[src/rtl/obi_pkg.sv]
// Shared OBI request/response types and arbiter constants for the peripheral subsystem.
package obi_pkg;

  typedef struct packed {
    logic        req;
    logic        we;
    logic [3:0]  be;
    logic [31:0] addr;
    logic [31:0] wdata;
  } obi_req_t;

  typedef struct packed {
    logic        gnt;
    logic        rvalid;
    logic [31:0] rdata;
  } obi_resp_t;

  // Returned to the owning master when the peripheral never answers.
  localparam logic [31:0] TIMEOUT_RDATA = 32'hBADCAB1E;

  typedef enum logic [1:0] {
    ArbIdle,
    ArbWait,
    ArbDrain
  } arb_state_e;

endpackage

[src/rtl/periph_rr_sel.sv]
// Combinational round-robin pick: first requester at or after the pointer, with wrap-around.
module periph_rr_sel #(
  parameter int unsigned NumMasters = 2
) (
  input  logic [NumMasters-1:0]         req_i,
  input  logic [$clog2(NumMasters)-1:0] ptr_i,
  output logic [$clog2(NumMasters)-1:0] idx_o,
  output logic                          valid_o
);

  localparam int unsigned IdxW = $clog2(NumMasters);

  int unsigned cand;
  logic [IdxW-1:0] candIdx;

  // Explicit compare-and-subtract wrap keeps non-power-of-two counts correct.
  always_comb begin
    idx_o   = '0;
    valid_o = 1'b0;
    cand    = 0;
    candIdx = '0;
    for (int unsigned k = 0; k < NumMasters; k++) begin
      cand = int'(ptr_i) + k;
      if (cand >= NumMasters) begin
        cand = cand - NumMasters;
      end
      candIdx = IdxW'(cand);
      if (!valid_o && req_i[candIdx]) begin
        valid_o = 1'b1;
        idx_o   = candIdx;
      end
    end
  end

endmodule

[src/rtl/periph_obi_arbiter.sv]
// Round-robin OBI arbiter with a single outstanding transaction and a response watchdog.
module periph_obi_arbiter
  import obi_pkg::*;
#(
  parameter int unsigned NumMasters    = 2,
  parameter int unsigned TimeoutCycles = 1023
) (
  input  logic                          clk_i,
  input  logic                          rst_ni,
  input  obi_req_t                      master_req_i [NumMasters],
  output obi_resp_t                     master_resp_o [NumMasters],
  output obi_req_t                      slave_req_o,
  input  obi_resp_t                     slave_resp_i,
  output logic                          busy_o,
  output logic                          timeout_o,
  output logic [$clog2(NumMasters)-1:0] timeout_master_o
);

  localparam int unsigned IdxW = $clog2(NumMasters);
  localparam int unsigned CntW = $clog2(TimeoutCycles + 1);
  localparam logic [CntW-1:0] CntMax  = CntW'(TimeoutCycles);
  localparam logic [IdxW-1:0] LastIdx = IdxW'(NumMasters - 1);

  arb_state_e      state_q, state_d;
  logic [IdxW-1:0] rr_q, rr_d;
  logic [IdxW-1:0] owner_q, owner_d;
  logic [IdxW-1:0] tmaster_q, tmaster_d;
  logic [CntW-1:0] cnt_q, cnt_d;
  logic            busy_q, timeout_q;

  logic [NumMasters-1:0] reqVec;
  logic [IdxW-1:0]       selIdx;
  logic                  selValid;
  logic                  wdFire;

  always_comb begin
    reqVec = '0;
    for (int unsigned i = 0; i < NumMasters; i++) begin
      reqVec[i] = master_req_i[i].req;
    end
  end

  periph_rr_sel #(
    .NumMasters(NumMasters)
  ) u_rr_sel (
    .req_i  (reqVec),
    .ptr_i  (rr_q),
    .idx_o  (selIdx),
    .valid_o(selValid)
  );

  // A real rvalid arriving on the limit cycle takes priority over the watchdog.
  assign wdFire = (state_q == ArbWait) && (cnt_q == CntMax) && !slave_resp_i.rvalid;

  always_ff @(posedge clk_i or negedge rst_ni) begin
    if (!rst_ni) begin
      state_q   <= ArbIdle;
      rr_q      <= '0;
      owner_q   <= '0;
      tmaster_q <= '0;
      cnt_q     <= '0;
      busy_q    <= 1'b0;
      timeout_q <= 1'b0;
    end else begin
      state_q   <= state_d;
      rr_q      <= rr_d;
      owner_q   <= owner_d;
      tmaster_q <= tmaster_d;
      cnt_q     <= cnt_d;
      busy_q    <= (state_d != ArbIdle);
      timeout_q <= wdFire;
    end
  end

  always_comb begin
    state_d   = state_q;
    rr_d      = rr_q;
    owner_d   = owner_q;
    tmaster_d = tmaster_q;
    cnt_d     = cnt_q;
    case (state_q)
      ArbIdle: begin
        if (selValid && slave_resp_i.gnt) begin
          owner_d = selIdx;
          rr_d    = (selIdx == LastIdx) ? '0 : selIdx + 1'b1;
          cnt_d   = '0;
          state_d = ArbWait;
        end
      end
      ArbWait: begin
        if (slave_resp_i.rvalid) begin
          state_d = ArbIdle;
        end else if (wdFire) begin
          tmaster_d = owner_q;
          state_d   = ArbDrain;
        end else if (cnt_q != CntMax) begin
          cnt_d = cnt_q + 1'b1;
        end
      end
      ArbDrain: begin
        if (slave_resp_i.rvalid) begin
          state_d = ArbIdle;
        end
      end
      default: state_d = ArbIdle;
    endcase
  end

  // Only the selected master sees gnt and only the owner sees rvalid/rdata.
  always_comb begin
    slave_req_o = '0;
    for (int unsigned i = 0; i < NumMasters; i++) begin
      master_resp_o[i] = '0;
    end
    case (state_q)
      ArbIdle: begin
        if (selValid) begin
          slave_req_o               = master_req_i[selIdx];
          slave_req_o.req           = 1'b1;
          master_resp_o[selIdx].gnt = slave_resp_i.gnt;
        end
      end
      ArbWait: begin
        if (slave_resp_i.rvalid) begin
          master_resp_o[owner_q].rvalid = 1'b1;
          master_resp_o[owner_q].rdata  = slave_resp_i.rdata;
        end else if (wdFire) begin
          master_resp_o[owner_q].rvalid = 1'b1;
          master_resp_o[owner_q].rdata  = TIMEOUT_RDATA;
        end
      end
      default: ;
    endcase
  end

  assign busy_o           = busy_q;
  assign timeout_o        = timeout_q;
  assign timeout_master_o = tmaster_q;

endmodule
[config.mk]
export PLATFORM = sky130hd
export DESIGN_NAME = periph_obi_arbiter
export DESIGN_NICKNAME = d
export VERILOG_FILES = /design/src/rtl/obi_pkg.sv /design/src/rtl/periph_rr_sel.sv /design/src/rtl/periph_obi_arbiter.sv
export SDC_FILE = /design/constraint.sdc
export NUM_CORES = 1
export LEC_CHECK = 0
export BUFFER_PORTS_ARGS = -buffer_cell sky130_fd_sc_hd__buf_4
export CORE_AREA = 2 2 122 124
export DETAILED_ROUTE_END_ITERATION = 7
export DIE_AREA = 0 0 124 126
export GPL_TIMING_DRIVEN = 0
export PLACE_DENSITY = 0.5
export SLEW_MARGIN = 20
export SYNTH_ARGS = -nofsm -noshare
export SYNTH_HDL_FRONTEND = slang
export SYNTH_SLANG_ARGS = --single-unit
[constraint.sdc]
create_clock -name clk_i -period 2.25 [get_ports clk_i]
set_input_delay 0.45 -clock clk_i [delete_from_list [all_inputs] [get_ports clk_i]]
set_output_delay 0.45 -clock clk_i [all_outputs]
set_load 0.02 [all_outputs]
# Word level (Yosys, flattened, before mapping)
# Cells that the tools add are included.
totals:
  register_bits: 17
  latch_bits: 0
  mem_bits_rw: 0
  romBits: 0
  input_bits: 176
  output_inout_bits: 141
  elab_cells: 84
  memories: 0
classes:
  n_addsub: 5
  multipliers: 0
  div: 0
  order_cmp: 8
  eq_ne: 8
  shifts: 0
  n_mux: 38
  bitwise: 4
  n_reduce_logical: 14
op_table:
  columns: ["operator", "n"]
  rows:
  - ["$mux 69", 3]
  - ["$mux 68", 3]
  - ["$mux 70", 2]
  - ["$bwmux 68", 2]
  - ["$pmux 68 s2", 1]
  - ["$demux 34 s1", 3]
  - ["$and 68x68->68", 1]
  - ["$mux 10", 4]
  - ["$mux 34", 1]
  - ["$mux 33", 1]
  - ["$mux 32", 1]
  - ["$pmux 10 s2", 1]
  - ["$mux 1", 11]
  - ["$add 10x1->10 const B", 1]
  - ["$eq 10x10->1 const B", 1]
  - ["$ne 10x10->1 const B", 1]
  - ["$mux 2", 4]
  - ["$ge 2x2->1 const B", 3]
  - ["$logic_and 1x1->1", 6]
  - ["$ne 2x2->1 const B", 3]
  - ["$pmux 2 s3", 1]
  - ["$reduce_and 5->1", 1]
  - ["$lt 1x2->1 const B", 2]
  - ["$lt 2x1->1 const B", 2]
  - ["other kinds (14)", 18]

# Longest topological paths before layout
# Gate-level depths: netlist (run 1).
logic_depth:
  ltp_word: 16
  ltp_mapped: 7
  mapped_depth_nobuf: 5

# Modules after synthesis
# Synthesis (run 1) repeated with hierarchy kept, for this count alone.
unflattened:
  cells_unflattened: 359
  area_unflattened_um2: 2454.9
by_module_without_submodules:
  columns: ["mod", "instances", "cells_each", "area_per_inst_um2", "seq_area_each_um2"]
  rows:
  - ["periph_obi_arbiter", 1, 356, 2437.3, 425.4]
  - ["periph_rr_sel", 1, 3, 17.5, 0.0]

# Worst setup path before layout (run 1)
# No wires, ideal clock.
synth_timing:
  path_type: "input to output"
  from: "in master_req_i[139] (netlist name)"
  to: "out slave_req_o[59] (netlist name)"
  arrival_ns: 1.574
  t_required_ns: 1.800
  slack_ns: 0.226
  stages: 6
  n_path_buf: 2
  path_cell_list: "inv_1 > o21ai_1 > buf_2 > buf_2 > nand2_1 > a21oi_1"
synth_lines:
  columns: ["element", "line_no", "rtl"]
  rows:
  - ["from (decl)", "periph_obi_arbiter.sv:10", "input obi_req_t master_req_i [NumMasters],"]
  - ["to (decl)", "periph_obi_arbiter.sv:12", "output obi_req_t slave_req_o,"]

==> results of run 1 <==
flip-flops by register name, indices dropped and copies added, names as in the netlist:
signal / cells
timeout_master_o: 1
owner_q: 1
state_q: 2
rr_q: 1
cnt_q: 10
busy_o: 1
timeout_o: 1
per-stage QoR:
| stage | hold slack, ns | setup slack [ns] |
|---|---|---|
| 4_1_cts | 0.06481 | -0.1015 |
| 2_1_floorplan | 0.1544 | 0.2258 |
| 3_3_place_gp | 0.3242 | -0.4364 |
| 5_1_grt | 0.07129 | -0.1869 |
| 6_report | 0.05713 | -0.07050 |
| 3_5_place_dp | 0.3294 | -0.4862 |
how the worst max path moves through the flow:
| stage | end | depth (start not counted) | slack (ns) |
|---|---|---|---|
| after floorplan | slave_req_o[59] | 6 | 0.23 |
| after global placement | slave_req_o[3] | 7 | -0.44 |
| after detailed placement | slave_req_o[3] | 7 | -0.49 |
| after CTS | master_resp_o[22] | 8 | -0.10 |
| after global routing | master_resp_o[23] | 8 | -0.19 |
| final | master_resp_o[23] | 8 | -0.07 |
placed cells by master (no fill, tap or decap), types with 7 or more instances in the layout:
master,count
a21oi_1,71
buf_4,292
buf_6,45
clkbuf_1,8
clkbuf_2,8
dfrtp_1,17
inv_1,7
nand2_1,161
nor2_1,37
nor2_4,38
nor3_1,14
worst max-delay path, cell delays in order, from the launching register on:
cell	delay [ns]
dfrtp_1	0.37
nand4_1	0.16
nor3_4	0.25
buf_6	0.14
o211ai_1	0.09
buf_4	0.21
buf_12	0.16
nor2_4	0.11
buf_6	0.13
area by class of cell:
class / instances / share of cell area (%)
timing repair buffer: 333 / 47.03
multi-input combinational: 371 / 34.95
sequential: 17 / 7.375
buffer: 33 / 4.555
tap: 184 / 3.991
clock buffer: 4 / 1.367
inverter: 10 / 0.7375
timing repair:
| item | CTS | global route |
|---|---|---|
| cloned | 4 | 0 |
| hold buffers | 0 | 0 |
| gates resized for setup | 158 | 55 |
| endpoints found under the hold margin | 0 | 0 |
| buffers inserted | 11 | 2 |
| endpoints found under the setup margin | 128 | 119 |
| pin swaps | 28 | 17 |
report_power, final:
| part | switching (mW) | total, mW | internal [mW] |
|---|---|---|---|
| registers | 0.0365 | 0.372 | 0.336 |
| clock network | 0.118 | 0.359 | 0.241 |
| logic | 1.00 | 1.81 | 0.812 |
cells by family (layout without fill, tap and decap cells):
group	after synthesis	in the layout	synth area share, %
AO/OA/AOI/OAI	95	95	22.48
adder cells (fa/ha/maj)	1	1	0.5509
buffers and inverters	45	380	7.879
flip-flops	17	17	18.73
multiplexers	3	3	1.377
AND/OR/NAND/NOR	272	272	48.98
layer usage:
layer | vias to the layer above | track usage, % | part of all wire (%)
met5 | - | 0 | 0
met4 | 0 | 4.891 | 2.1
met3 | 23 | 3.623 | 9.1
met2 | 235 | 34.91 | 52
met1 | 1969 | 19.99 | 37
li1 | 2086 | - | -
==> run metrics, run 1 <==
Yosys top cell area share 26.61%; crit path from cnt_q[5]; DIE HEIGHT 126 um; synthesis-stage register bit count 17; final setup vio count 35; Seq/Total Area, Yosys 18.73%; total power 2.545 mW; vias in the first global route 4159; Rows 44; cells after synthesis 433; setup ws final -0.07050 ns; FF-to-FF End timeout_master_o; Initial Util 15.87%; area delta synth->final 154.0%; Detail Placement HPWL 12330 um; most common cell in the netlist nand2_1; status complete, but fails checks; leading area contributor after synthesis nand2_1; total negative slack -0.9900 ns; Post-Route Utilization 40.30%; fmax 0.4309 GHz; layout cell share with drive strength beyond 1 54.04%; Post-synth EDFFs 0; Peak supply drop 0.2050 mV; Worst-Margin Slew 0.4617 ns; Mean Syn Cell Area 5.245 um^2; CTS HTree Levels 1; Worst slew margin 69.22%; Post-synth top cells nand2_1 (161), nor2_1 (76), a21oi_1 (74); Syn Nets 610; gpl congestion 0.9463; Post-synth top flop dfrtp_1; reg-to-reg startpoint state_q[1]; Remaining Overflow, GRT 0; CTS buffer count 3; final routed DRC violation total 0; Routed WL 15710 um; largest net degree at the start of global routing 20; Final period util 103.1%; WP data required 1.80 ns; First DRT Iteration DRCs 151; failing checks setup timing; quantity of I/O buffers inserted on ports 316; vias post-DR 4313; Nets 946; Design Area, Final 5768 um^2; Die X 124 um; Final Skew 0.004972 ns; Placed Area 4873 um^2; Crit. End Element output pin; Antenna Nets Post-Route 0; Post-Syn Area 2271 um^2; Pre-Repair DR Iteration Count 4; number of fill cells 1455; Pwr Density 441.2 nW/um^2; TritonCTS clock tree built; Root Buffer Master clkbuf_16; placed cells 933; first-pass GRT wire length 22270 um; Worst R2R Setup Slack 0.61 ns; Core Area 14310 um^2; Total GRT Usage 18.23%; unrepaired setup endpoints after global routing yes; critical path arrival 1.87 ns; Area contributors post-synth nand2_1 (27%), dfrtp_1 (19%), a21oi_1 (16%); post-synthesis cell type count 33; later-pin clock latency in the skew report 0.25 ns; clk slew on worst S/H paths 0.05 ns; Syn. warnings 0; maximum buffer depth of the clock tree 2; initial antenna violation count 0; leakage power 2.955 nW; Async S/R FF share, synth 100.0%; critical path type reg2out; critical path fanouts, max 5; area taken by multi-input logic gates 2016 um^2; CP Launch Type flop; # IOs 317; die area 15620 um^2; drt wl/cell 16.50 um; register area 425.4 um^2; n_diodes 0; final hold violation count 0; Final Max Slew Viols 0; Worst R2R Path Depth 4; Via density 4.530; MaxCap Viol Count 0; final std cells w/o fill 952; Worst Hold Class in2async; number of clock sinks 17; fin crit period 2.320 ns
(Power assumes the default switching activity.)
==> run 2: changes to the inputs <==
==> constraint.sdc (replaced) <==
create_clock -name clk_i -period 2.25 [get_ports clk_i]
set_input_delay 0.225 -clock clk_i [delete_from_list [all_inputs] [get_ports clk_i]]
set_output_delay 0.225 -clock clk_i [all_outputs]
set_load 0.02 [all_outputs]
==> run metrics, run 2 (synthesized netlist as in run 1, its figures left out) <==
area delta synth->final 129.3%; Worst Hold Class in2reg; Worst slew margin 59.95%; TritonCTS clock tree built; Largest Register cnt_q; Crit. End Element output pin; Rows 44; MaxCap Viol Count 0; fmax 0.4559 GHz; Core Area 14310 um^2; Final Max Slew Viols 0; die area 15620 um^2; Nets 939; n_diodes 0; Detail Placement HPWL 12330 um; commonest non-fill, non-tap cell in the layout buf_4; later-pin clock latency in the skew report 0.25 ns; Post-Route Utilization 36.38%; final hold violation count 0; critical path arrival 1.97 ns; Switching Share 45.69%; initial antenna violation count 0; fin crit period 2.194 ns; Largest regs cnt_q: 10 flops, state_q: 2 flops; Seq pwr share 15.3%; gpl congestion 0.9463; net switching power 1.074 mW; WP data required 2.03 ns; final routed DRC violation total 0; first-pass GRT wire length 21230 um; First DRT Iteration DRCs 174; critical path type reg2out; final setup vio count 0; Peak supply drop 0.1997 mV; total power 2.350 mW; leakage power 2.768 nW; clk slew on worst S/H paths 0.05 ns; Final period util 97.49%; DIE HEIGHT 126 um; CTS HTree Levels 1; Remaining Overflow, GRT 0; vias in the first global route 3958; Worst-Margin Slew 0.5968 ns; Via density 4.442; Root Buffer Master clkbuf_16; drt wl/cell 15.79 um; vias post-DR 4198; Pwr Density 451.3 nW/um^2; number of fill cells 1531; CP Launch Type flop; # IOs 317; Die X 124 um; commonest cells after routing, fill and taps aside buf_4 (313), nand2_1 (161), a21oi_1 (74); maximum buffer depth of the clock tree 2; Total GRT Usage 17.27%; CTS buffer count 3; Final Skew 0.002714 ns; Initial Util 15.87%; largest net degree at the start of global routing 18; number of clock sinks 17; Gate power share 69.5%; layout cell share with drive strength beyond 1 48.36%; Clk pwr share 15.2%; quantity of I/O buffers inserted on ports 316; Routed WL 14920 um; status complete, no violations; critical path fanouts, max 10; Largest register FFs 10; Antenna Nets Post-Route 0; Internal 1.276 mW; unrepaired setup endpoints after global routing yes; Pre-Repair DR Iteration Count 4
run 2: cell count changes in the layout (fill, tap and decap cells not counted), moves of 3 or more:
| cell | before | now |
|---|---|---|
| nor2_1 | 37 | 62 |
| buf_6 | 45 | 14 |
| a21oi_1 | 71 | 74 |
| a21oi_2 | 3 | 0 |
| buf_8 | 4 | 0 |
| nor2_2 | 1 | 4 |
| nor2_4 | 38 | 10 |
| buf_4 | 292 | 313 |
| clkbuf_1 | 8 | 16 |
run 2: per-stage QoR:
stage               hold slack (ns)  instance area, um^2  instances  worst slack (ns)  setup TNS (ns)
CTS                          0.2130                 4992        939          0.001544               0
floorplan                  -0.07059                 2271        433            0.4660               0
global route                 0.2267                 5207        945           -0.1250          -2.991
detailed placement           0.1044                 4873        933          -0.06539        -0.06539
global placement            0.09918                 4873        933          -0.01231        -0.01231
finish                       0.2174                 5207        945           0.05650               0
run 2: area by class of cell:
type / instances / area [um^2] / share of cell area [%]
Tap cell: 184 / 230.2 / 4.421
Buffer: 35 / 176.4 / 3.388
Timing Repair Buffer: 324 / 2485 / 47.72
Multi-Input combinational cell: 371 / 1774 / 34.07
Inverter: 10 / 37.54 / 0.7208
Clock buffer: 4 / 78.83 / 1.514
Sequential cell: 17 / 425.4 / 8.169
run 2: metal layers:
layer,wire length (um),global-route usage (%),part of all wire [%],vias up
li1,-,-,-,2078
met1,5660,19.72,38,1878
met2,7711,32.81,52,227
met3,1357,3.397,9.1,15
met4,188,3.371,1.3,0
met5,0,0,0,-
run 2: power by group through the flow:
stage	clock network, mW	registers, mW	logic, mW
3_5_place_dp	0	0.363	1.57
3_3_place_gp	0	0.361	1.56
5_1_grt	0.385	0.362	1.77
6_report	0.357	0.359	1.63
4_1_cts	0.365	0.359	1.58
2_1_floorplan	0	0.361	0.784
run 2: worst max-delay path, cell delays in order (launching register included):
cell,delay [ns]
dfrtp_1,0.39
nand4_1,0.22
nor3_2,0.27
buf_4,0.17
o211ai_1,0.16
buf_4,0.23
nor2_1,0.12
buf_4,0.15
run 2: final timing paths:
path | from | end | slack, ns | depth (start not counted)
setup / recovery | cnt_q[7] | master_resp_o[9] | 0.06 | 7
hold / removal | slave_resp_i[32] | state_q[1] | 0.22 | 2
max in group asynchronous | rst_ni | cnt_q[1] | 1.68 | 2
min in group asynchronous | rst_ni | timeout_o | 0.38 | 2
setup reg to reg | state_q[1] | cnt_q[1] | 0.57 | 4
hold reg to reg | timeout_master_o | timeout_master_o | 0.51 | 1
run 2: timing repair:
| action | in CTS | in global routing |
|---|---|---|
| cloned | 0 | 2 |
| gates resized for setup | 10 | 68 |
| pin swaps | 0 | 9 |
| setup buffers | 1 | 4 |
| hold buffers | 1 | 0 |
| endpoints found under the hold margin | 17 | 0 |
| setup endpoints to repair | 106 | 105 |
==> run 3: changes to the inputs <==
--- a/config.mk
+++ b/config.mk
@@ -6,12 +6,13 @@
 export NUM_CORES = 1
 export LEC_CHECK = 0
 export BUFFER_PORTS_ARGS = -buffer_cell sky130_fd_sc_hd__buf_4
-export CORE_AREA = 2 2 122 124
+export CORE_AREA = 2 2 123 125
 export DETAILED_ROUTE_END_ITERATION = 7
-export DIE_AREA = 0 0 124 126
+export DIE_AREA = 0 0 125 127
 export GPL_TIMING_DRIVEN = 0
 export PLACE_DENSITY = 0.5
 export SLEW_MARGIN = 20
 export SYNTH_ARGS = -nofsm -noshare
 export SYNTH_HDL_FRONTEND = slang
+export SYNTH_HIERARCHICAL = 1
 export SYNTH_SLANG_ARGS = --single-unit
==> run metrics, run 3 <==
Core Area 14420 um^2; Yosys top cell area share 28.95%; clk slew on worst S/H paths 0.05 ns; fmax 0.4690 GHz; Final Skew 0.002595 ns; final setup vio count 0; CP max-delay cell dfrtp_1; number of clock sinks 17; final routed DRC violation total 0; most common cell in the netlist nor2_1; status complete, no violations; Post-Syn Area 2455 um^2; Min Hold Slack 0.3842 ns; first-pass GRT wire length 19460 um; First DRT Iteration DRCs 126; Peak supply drop 0.3202 mV; Switching Share 43.34%; post-synthesis cell type count 39; Rows 44; Largest register FFs 10; adder-cell area share of the yosys netlist 0.5097%; Area contributors post-synth mux2i_1 (29%), nor2_1 (19%), dfrtp_1 (17%); CTS buffer count 3; CTS HTree Levels 1; critical-path cell list inv_1 -> a21boi_1 -> clkbuf_2 -> buf_4 -> mux2i_1 -> nor2_1 -> buf_4; initial antenna violation count 0; net switching power 0.9895 mW; Post-Route Utilization 36.09%; Worst slew margin 64.64%; Via density 4.277; Internal 1.294 mW; Die X 125 um; Clk pwr share 15.5%; Synth Area in Simple Gates 38.99%; Worst Hold Class in2async; largest family of logic cells by synthesized area simple AND/OR/NAND/NOR gates; Mean Syn Cell Area 6.838 um^2; gpl congestion 0.8752; Worst R2R Path Depth 6; leakage power 2.879 nW; area delta synth->final 112.1%; number of fill cells 1557; Post-synth top flop dfrtp_1; Final period util 94.76%; XOR/XNOR share of the synthesized area 0.3568%; Routed WL 13310 um; Post-synth EDFFs 0; Async S/R FF share, synth 100.0%; met2 Use GR 28.90%; family with the most delay on the worst path buffers and inverters; Final Max Slew Viols 0; total power 2.283 mW; Worst R2R Setup Slack 0.21 ns; vias post-DR 3704; critical path fanouts, max 10; Seq/Total Area, Yosys 17.33%; commonest cells after routing, fill and taps aside buf_4 (322), nor2_1 (127), mux2i_1 (71); Pwr Density 438.6 nW/um^2; unrepaired setup endpoints after global routing yes; reg-to-reg startpoint cnt_q[0]; DIE HEIGHT 127 um; final hold violation count 0; Total GRT Usage 14.98%; grt met3 use 3.685%; pre-CTS WS -0.1560 ns; Worst-Margin Slew 0.5282 ns; maximum buffer depth of the clock tree 2; Placed Area 5050 um^2; most used cell along the critical path buf_4; layout cell share with drive strength beyond 1 51.17%; Syn. warnings 6; later-pin clock latency in the skew report 0.25 ns; Largest regs cnt_q: 10 flops, state_q: 2 flops; drt wl/cell 15.37 um; total negative slack 0 ns; Seq pwr share 16.0%; TritonCTS clock tree built; Max stage delay on crit path 0.36 ns; Crit. End Element output pin; largest net degree at the start of global routing 18; cells after synthesis 359; # IOs 317; die area 15880 um^2; synthesis-stage register bit count 17; Post-synth top cells nor2_1 (127), mux2i_1 (71), nand2_1 (23); quantity of I/O buffers inserted on ports 315; worst path bufs/invs 4; Pre-Repair DR Iteration Count 4; Syn Nets 536; leading area contributor after synthesis mux2i_1; CP Launch Type flop; setup ws final 0.1178 ns; commonest non-fill, non-tap cell in the layout buf_4; placed cells 858; Antenna Nets Post-Route 0; Initial Util 17.02%; GR Util met1 16.79%; Design Area, Final 5206 um^2; critical path arrival 1.91 ns; Detail Placement HPWL 11480 um; Nets 860; Gate power share 68.4%; final std cells w/o fill 866; fin crit period 2.132 ns; MaxCap Viol Count 0; critical path type reg2out; n_diodes 0; FF-to-FF End timeout_master_o; Root Buffer Master clkbuf_16; Synth Area in Compound Gates 7.034%; Largest Register cnt_q; vias in the first global route 3581; Remaining Overflow, GRT 0; multiplexer share of the synthesized area 29.41%; WP data required 2.03 ns; busiest grt layer met2
-- run 3: cell count changes in the layout (fill, tap and decap cells not counted), moves of 9 or more --
| cell | previous run | this run |
|---|---|---|
| a21oi_1 | 74 | 4 |
| nor2_4 | 10 | 0 |
| and3_1 | 2 | 14 |
| nor3_1 | 14 | 1 |
| buf_4 | 313 | 322 |
| nand2_1 | 161 | 23 |
| nor2b_1 | 3 | 21 |
| mux2i_1 | 2 | 71 |
| nor2_1 | 62 | 127 |
| buf_6 | 14 | 1 |
-- run 3: cells by family (layout without fill, tap and decap cells) --
group	after synthesis	count (layout)
and+or+nand+nor	208	208
muxes	72	72
buffers and inverters	36	359
AOI/OAI and AO/OA	24	24
DFF	17	17
adders and majority gates	1	1
xor gates and xnor gates	1	1
-- run 3: per-layer routing --
layer  vias to the layer above  routed length [um]
met4                         0                 233
met2                       210                7041
met5                         -                   0
met3                        14                1123
li1                       1850                   -
met1                      1630                4911
-- run 3: layout make-up --
| class | count | area [um^2] | area share, % |
|---|---|---|---|
| Tap cell | 184 | 230.2 | 4.422 |
| Inverter | 6 | 22.52 | 0.4326 |
| Timing Repair Buffer | 319 | 2397 | 46.05 |
| Clock buffer | 3 | 75.07 | 1.442 |
| Buffer | 30 | 156.4 | 3.004 |
| Sequential cell | 17 | 426.7 | 8.195 |
| Clock inverter | 1 | 5.005 | 0.09613 |
| Multi-Input combinational cell | 306 | 1893 | 36.36 |
-- run 3: how the worst max path moves through the flow --
| stage | start | endpoint | slack, ns | depth (start not counted) |
|---|---|---|---|---|
| floorplan | cnt_q[0] | master_resp_o[11] | 0.41 | 6 |
| global placement | rr_q | slave_req_o[5] | -0.09 | 7 |
| detailed placement | rr_q | slave_req_o[8] | -0.16 | 7 |
| CTS | state_q[0] | master_resp_o[16] | 0.002 | 7 |
| global route | rr_q | slave_req_o[1] | -0.05 | 7 |
| finish | rr_q | slave_req_o[62] | 0.12 | 7 |
-- run 3: worst reg2reg max path: stages (launching register included) --
cell and delay (ns):
dfrtp_2 0.39, ha_1 0.21, nand4_1 0.20, buf_4 0.21, or3_1 0.38, nor2_1 0.18, mux2_2 0.35
-- run 3: power groups by stage --
| stage | clock network, mW | logic (mW) | registers, mW |
|---|---|---|---|
| 4_1_cts | 0.363 | 1.58 | 0.366 |
| 3_3_place_gp | 0 | 1.56 | 0.370 |
| 3_5_place_dp | 0 | 1.57 | 0.371 |
| 5_1_grt | 0.382 | 1.67 | 0.373 |
| 6_report | 0.354 | 1.56 | 0.366 |
| 2_1_floorplan | 0 | 0.809 | 0.365 |
-- run 3: what timing repair did --
action                                 4_1_cts  5_1_grt
hold buffers                                 1        0
endpoints found under the hold margin       17        0
setup endpoints to repair                  110      105
buffers inserted                             2        1
resized for setup                           12       11
pin swaps                                    1        1
